--- src/rtl/split_access_sequencer.sv ---
// split_access_sequencer: issues a P0/P1 request pair to one cache port in order and merges the returns
// into one right-justified line; optional flush/drain support under SPLIT_SEQ_FLUSH_EN.
module split_access_sequencer #(
  parameter int PADDR_W = 15,
  parameter int DATA_W  = 128
) (
  input  logic               clk,
  input  logic               rst_n,
`ifdef SPLIT_SEQ_FLUSH_EN
  input  logic               flush,
`endif
  input  logic               req_valid,
  output logic               req_ready,
  input  logic [PADDR_W-1:0] req_addr0,
  input  logic [PADDR_W-1:0] req_addr1,
  input  logic [DATA_W-1:0]  req_data0,
  input  logic [DATA_W-1:0]  req_data1,
  input  logic [DATA_W-1:0]  req_mask0,
  input  logic [DATA_W-1:0]  req_mask1,
  input  logic               req_needP1,
  input  logic               req_w,
  input  logic [3:0]         req_shift,
  output logic               c_valid,
  input  logic               c_ready,
  output logic [PADDR_W-1:0] c_addr,
  output logic [DATA_W-1:0]  c_data,
  output logic [DATA_W-1:0]  c_mask,
  output logic               c_w,
  input  logic               c_rvalid,
  input  logic [DATA_W-1:0]  c_rdata,
  output logic               resp_valid,
  input  logic               resp_ready,
  output logic [DATA_W-1:0]  resp_data
);
`ifdef SPLIT_SEQ_FLUSH_EN
  typedef enum logic [6:0] {
    IDLE = 7'b0000001, ISS0 = 7'b0000010, WT0 = 7'b0000100, ISS1 = 7'b0001000,
    WT1 = 7'b0010000, RESP = 7'b0100000, DRAIN = 7'b1000000
  } state_t;
`else
  typedef enum logic [5:0] {
    IDLE = 6'b000001, ISS0 = 6'b000010, WT0 = 6'b000100, ISS1 = 6'b001000,
    WT1 = 6'b010000, RESP = 6'b100000
  } state_t;
`endif
  state_t state, nxt;
  logic [PADDR_W-1:0] a0, a1;
  logic [DATA_W-1:0] d0, d1, m0, m1, lo, hi;
  logic np1, wr;
  logic [3:0] sh;

  function automatic logic [DATA_W-1:0] shr(input logic [DATA_W-1:0] x, input logic [3:0] s);
    shr = x;
    for (int k = 0; k < 4; k++) shr = s[k] ? shr >> (8 << k) : shr;
  endfunction

  function automatic logic [DATA_W-1:0] shl(input logic [DATA_W-1:0] x, input logic [3:0] s);
    shl = x;
    for (int k = 0; k < 4; k++) shl = s[k] ? shl << (8 << k) : shl;
  endfunction

  always_comb begin
    nxt = state;
    unique case (state)
      IDLE: nxt = req_valid ? ISS0 : IDLE;
      ISS0: nxt = c_ready ? WT0 : ISS0;
      WT0:  nxt = c_rvalid ? (np1 ? ISS1 : RESP) : WT0;
      ISS1: nxt = c_ready ? WT1 : ISS1;
      WT1:  nxt = c_rvalid ? RESP : WT1;
      RESP: nxt = resp_ready ? IDLE : RESP;
`ifdef SPLIT_SEQ_FLUSH_EN
      DRAIN: nxt = c_rvalid ? IDLE : DRAIN;
`endif
      default: nxt = IDLE;
    endcase
`ifdef SPLIT_SEQ_FLUSH_EN
    // a return landing with the flush already settles the outstanding half
    if (flush && (state == ISS0 || state == ISS1 || state == RESP)) nxt = IDLE;
    if (flush && (state == WT0 || state == WT1)) nxt = c_rvalid ? IDLE : DRAIN;
`endif
  end

  assign req_ready  = state == IDLE;
  assign c_valid    = state == ISS0 || state == ISS1;
  assign c_addr     = state == ISS0 ? a0 : state == ISS1 ? a1 : '0;
  assign c_data     = state == ISS0 ? d0 : state == ISS1 ? d1 : '0;
  assign c_mask     = state == ISS0 ? m0 : state == ISS1 ? m1 : '0;
  assign c_w        = c_valid & wr;
  assign resp_valid = state == RESP;
  assign resp_data  = (resp_valid && !wr) ? lo | hi : '0;

  always_ff @(posedge clk) begin
    if (!rst_n) begin
      state <= IDLE;
      {a0, a1, d0, d1, m0, m1, np1, wr, sh, lo, hi} <= '0;
    end else begin
      state <= nxt;
      if (state == IDLE && req_valid) begin
        {a0, a1, d0, d1, m0, m1} <= {req_addr0, req_addr1, req_data0, req_data1, req_mask0, req_mask1};
        {np1, wr, sh} <= {req_needP1, req_w, req_shift};
        lo <= '0;
        hi <= '0;
      end
      if (state == WT0 && c_rvalid) lo <= shr(c_rdata, sh);
      // left shift by 16-sh bytes; sh=0 would be a full 16-byte shift, i.e. zero
      if (state == WT1 && c_rvalid) hi <= sh == 4'd0 ? '0 : shl(c_rdata, ~sh + 4'd1);
    end
  end
endmodule

--- config.mk ---
export PLATFORM = sky130hd
export DESIGN_NAME = split_access_sequencer
export DESIGN_NICKNAME = d
export VERILOG_FILES = /design/src/rtl/split_access_sequencer.sv
export SDC_FILE = /design/constraint.sdc
export NUM_CORES = 2
export LEC_CHECK = 0
export BUFFER_PORTS_ARGS = -buffer_cell sky130_fd_sc_hd__buf_2
export CAP_MARGIN = 20
export CORE_AREA = 2 2 425 427
export CTS_CLUSTER_DIAMETER = 80
export DETAILED_ROUTE_END_ITERATION = 16
export DIE_AREA = 0 0 427 429
export GPL_TIMING_DRIVEN = 0
export SYNTH_ARGS = -nofsm -noshare
export SYNTH_HDL_FRONTEND = slang
export SYNTH_SLANG_ARGS = --single-unit
--- constraint.sdc ---
create_clock -name clk -period 7 [get_ports clk]
set_input_delay 0.35 -clock clk [delete_from_list [all_inputs] [get_ports clk]]
set_output_delay 0.35 -clock clk [all_outputs]
set_load 0.02 [all_outputs]
== Word level (Yosys, flattened, before mapping) ==
Cells that the tools add are included.

* Register bits: 810
* Latch bits: 0
* RAM bits: 0
* Bits in read-only memories: 0
* Bits of input ports: 682
* Output and inout port bits: 403
* Memories: 0

* Add/sub/neg operators: 1
* $mul: 0
* Div/mod/pow operators: 0
* Order comparisons: 0
* Equal/unequal tests: 6
* Shift operators: 0
* Mux-type cells: 27
* Bitwise gates (word level): 3
* Reduce and logical (&&, ||, !) cells: 9

{| class="wikitable"
|+ Operators by type and width
! kind !! count
|-
| 128-bit 2-to-1 mux || 17
|-
| 128-bit bitwise OR || 1
|-
| 6-bit case mux with 6 select lines || 1
|-
| 15-bit 2-to-1 mux || 2
|-
| 6-bit 2-to-1 mux || 4
|-
| 6-bit by 1-bit equality test with 1-bit output, second input constant || 1
|-
| 6-bit by 2-bit equality test with 1-bit output, second input constant || 1
|-
| 6-bit by 3-bit equality test with 1-bit output, second input constant || 1
|-
| 6-bit by 4-bit equality test with 1-bit output, second input constant || 1
|-
| 6-bit by 5-bit equality test with 1-bit output, second input constant || 1
|-
| 6-bit equality test, second input constant || 1
|-
| 5-bit 2-to-1 mux || 1
|-
| 4-bit by 1-bit adder with 4-bit output, second input constant || 1
|-
| 1-bit logical AND || 4
|-
| 4-bit logical NOT || 1
|-
| 4-bit NOT || 1
|-
| 2-bit nonzero test || 2
|-
| 3-bit 2-to-1 mux || 1
|-
| 2-bit 2-to-1 mux || 1
|-
| 1-bit bitwise AND || 1
|-
| 1-bit logical NOT || 1
|-
| 1-bit logical OR || 1
|}

== Logic depth before layout (Yosys ltp) ==
* Depth after elaboration: 8
* Mapped depth: 14
* Gate-level depth less buffers: 7

== Worst setup path before layout ==
Ideal clock, no wire load.

* Kind: flip-flop to flip-flop
* Start point: register sh[1]
* End point: register hi[100]
* Setup time: 126 ps
* Arrival: 3462 ps
* Slack: 3412 ps
* Cell stages (with the launch flop): 12
* Path buffers: 6
* Path through: dfxtp_1 -> buf_2 -> buf_1 -> clkbuf_1 -> inv_1 -> ha_1 -> clkbuf_1 -> buf_1 -> clkbuf_1 -> mux4_2 -> a222oi_1 -> a21oi_1

* Cells in the longest elaborated chain, start to end: 7

{| class="wikitable"
|+ RTL lines
! what !! line !! source
|-
| start: declaration || 50 || <nowiki>logic [3:0] sh;</nowiki>
|-
| start signal: assignment || 100 || <nowiki>{np1, wr, sh} <= {req_needP1, req_w, req_shift};</nowiki>
|-
| 4-bit NOT || 106 || <nowiki>if (state == WT1 && c_rvalid) hi <= sh == 4'd0 ? '0 : shl(c_rdata, ~sh + 4'd1);</nowiki>
|-
| 4-bit by 1-bit adder with 4-bit output || 106 ||
|-
| 128-bit 2-to-1 mux (3 in series) || 59 || <nowiki>for (int k = 0; k < 4; k++) shl = s[k] ? shl << (8 << k) : shl;</nowiki>
|-
| 128-bit 2-to-1 mux (*) (2 in series) || 106 ||
|-
| end signal: assignment || 106 ||
|-
| end: declaration || 48 || <nowiki>logic [DATA_W-1:0] d0, d1, m0, m1, lo, hi;</nowiki>
|}

Mark *: on every way between the ends. The rest lies on a longest branch, timed or not.
A chain may end at the register's enable or synchronous reset.

== Final worst setup path ==
* Start point: register sh[1]
* End point: register hi[44]

The elaborated chain is that of the path after synthesis.

==> out/metrics.cfg <==
[floorplanning]
core_area_sq_um = 178000
die_w_um = 427
rows = 155
die_y_um = 429
design.die.area_sq_um = 183000
start_util_pct = 23.1
ioPinCount = 1085

[timing]
hold_violations = 0
tightest_slew_ns = 1.24
fin_tns_setup_ns = 0
min_period_over_period_pct = 90.6
setup_ws_ns = 0.658
fmax_mhz = 158
clock_skew_ns = 0.0188
grt_setup_unrepaired = false
setup_viol = 0
fin_crit_ns = 6.34
relSlewSlack_pct = 17.6
slew_viol_final = 0

[layout]
fin_nets = 7018
seq_area_sq_um = 16200
n_fill_cell = 18770
synthToLayoutAreaGrowth_pct = 42.8
final_cells = 8803
multiInputGateArea_sq_um = 23100
drive_gt1_share_pct = 25.2
utilization_pct = 32.9

[clock_network]
clockRootBuffer = clkbuf_16
cts_buffers = 99
clock_latency_ns = 0.74
htree_levels = 3
clk_pin_slew_ns = 0.06
cts_tree = built
cts_buffer_depth = 3
clkSinkCount = 810
cts-resized-gates = 0

[power]
power_frac_seq_pct = 36.8
p_sw_mw = 4.59
power_frac_clock_pct = 38.9
peakVddDrop_mv = 0.226
p_leak_nw = 23.5
switching_share_pct = 33.5
power.density_nw_per_um2 = 234
p_comb_share_pct = 24.3
internal_power_mw = 9.11

[worst_setup_path]
regToRegSetupSlack_ns = 0.66
path_max_fanout = 10
crit_type = register to register
start_kind = register
timing.rr.start = sh[1]
endpoint_kind = register
critical_path_arrival_ns = 6.91
r2r_end = hi[44]
reg2reg_depth = 13
crit_required_ns = 7.57

[yosys]
synthFlopType = dfxtp_1
synth-edff-count = 0
synth_warnings = 0
synthesis.area_sq_um = 41100
synth_top_area_share_pct = 39.5
ys_ff_latch = 810
synth_area_leader_cell = dfxtp_1
yosysUniqueCellTypes = 52
synth_cells = 4578
ys_seq_area_share_pct = 39.5
ys_top_cells_by_area = dfxtp_1 (39%), nand2_1 (12%), mux4_2 (10%), a21boi_0 (10%), a22o_1 (6.0%)
syn_nets = 5261
avgSynthCellArea_sq_um = 8.97
synthArstFlopShare_pct = 0

[grt]
track_usage_pct = 28.0
grtUsageMet1_pct = 32.0
grt.overflow.total = 0
grt_pass1_vias = 45415
grtUsageMet3_pct = 6.53
antenna_found_initial = 46
grt_pass1_wl_mm = 360
top_usage_layer = met2
grt_max_degree = 14
grt_use_met2_pct = 45.6

[detailed_routing]
viasPerCell = 5.27
firstDrtPassIters = 9
drt_iter0_drc = 4887
drc = 0
routed-via-count = 46411
finalWirelength_mm = 268
antenna_left = 0
post_drt_wl_per_cell_um = 30.4

[min_path]
hold_class = input pin to register
holdPathStages = 3
min_to = m1[119]
min_from = req_mask1[119]

[placed_design]
dp_hpwl_mm = 215
dp.cells = 8036
gp_congestion = 1.08
portBuffers = 1083
preCtsSetupSlack_ns = 1.14

[job]
maxCapViolations = 0

[run_status]
outcome = complete, no violations

==> placed cells by master (no fill, tap or decap), types with 14 or more instances in the layout <==
cell type	count
o22ai_1	25
buf_2	1166
a21oi_1	72
a21boi_0	555
dfxtp_1	810
diode_2	38
a222oi_1	30
mux2i_1	82
o21ai_0	38
clkbuf_1	338
o21a_1	140
clkinv_2	14
nor2b_1	137
a22o_1	280
nor2_1	65
a221o_1	68
clkbuf_16	102
a22oi_1	121
nor3_1	27
mux4_2	186
mux2_2	69
nand2_1	1325
dlygate4sd3_1	552
buf_1	27
==> layout make-up <==
cell class	count	share of cell area [%]
Antenna cell	38	0.162
Buffer	430	2.97
Clock buffer	138	4.80
Clock inverter	38	0.806
Inverter	11	0.0704
Multi-Input combinational cell	3327	39.4
Sequential cell	810	27.6
Tap cell	2355	5.02
Timing Repair Buffer	1656	19.1
==> stage by stage <==
| step | total power [mW] | hold slack [ns] | area (sq um) |
|---|---|---|---|
| 3_3_place_gp | 8.06 | 0.431 | 49400 |
| 3_5_place_dp | 8.09 | 0.434 | 49700 |
| 2_1_floorplan | 6.57 | 0.417 | 41100 |
| 4_1_cts | 13.7 | 0.00257 | 58500 |
| 5_1_grt | 14.1 | 0.00213 | 58600 |
| 6_report | 13.7 | 0.0692 | 58700 |
==> critical path: stages, from the launching register on <==
cell and delay, ns:
dfxtp_1 0.38, buf_2 0.37, buf_1 0.57, clkbuf_1 0.68, buf_8 0.25, inv_1 0.10
ha_1 0.27, clkbuf_1 0.40, buf_1 0.91, clkbuf_1 0.85, clkbuf_1 0.49, nor3_1 0.15
o21ai_0 0.54, a21boi_0 0.19
==> worst max path at each step <==
stage | slack [ns] | to | cells past startpoint | from
6_report | 0.66 | hi[44] | 13 | sh[1]
5_1_grt | 0.81 | hi[44] | 13 | sh[1]
4_1_cts | 1.08 | hi[44] | 13 | sh[1]
3_5_place_dp | 1.14 | hi[44] | 13 | sh[1]
3_3_place_gp | 0.50 | hi[44] | 12 | sh[1]
2_1_floorplan | 3.41 | hi[100] | 11 | sh[1]
==> Yosys cell counts (all sizes together), types with 25 or more instances <==
master,instances
nand2,1325
dfxtp,810
a21boi,555
clkbuf,317
a22o,280
mux4,186
o21a,140
nor2b,137
a22oi,121
buf,113
mux2i,82
a21oi,72
mux2,69
a221o,68
nor2,65
o21ai,39
a222oi,30
nor3,29
o22ai,25
==> power by group through the flow <==
stage,Sequential (mW),Clock (mW),Combinational [mW]
floorplan,5.08,0,1.49
global placement,5.14,0,2.92
detailed placement,5.14,0,2.94
CTS,5.05,5.40,3.21
global route,5.07,5.58,3.42
finish,5.05,5.33,3.33
==> per-layer routing <==
metal  vias to the layer above  share of wire [%]
met2                      2917                 46
met5                         -              0.035
li1                      19967                  -
met4                        12                8.7
met3                       807                8.7
met1                     22708                 36
==> state kept, by name, indices dropped and copies added (netlist names) <==
| signal | count |
|---|---|
| wr | 1 |
| d1 | 128 |
| a1 | 15 |
| sh | 4 |
| m0 | 128 |
| a0 | 15 |
| m1 | 128 |
| d0 | 128 |
| hi | 128 |
| lo | 128 |
| np1 | 1 |
| state | 6 |
==> timing repair <==
item                                    in CTS  in global routing
buffers inserted                             0                  0
endpoints found under the setup margin       0                  0
hold buffers                               552                  0
hold endpoints to repair                   558                  0
==> cells by family after synthesis <==
| logic type | Yosys count | share of synthesized area (%) |
|---|---|---|
| fa+ha+maj | 1 | 0.0305 |
| xor+xnor | 2 | 0.0427 |
| mux | 337 | 14.1 |
| compound gates | 1369 | 25.8 |
| buf+inv | 441 | 4.33 |
| flops | 810 | 39.5 |
| simple gates | 1618 | 16.2 |
Power figures use the tool's default switching activity.
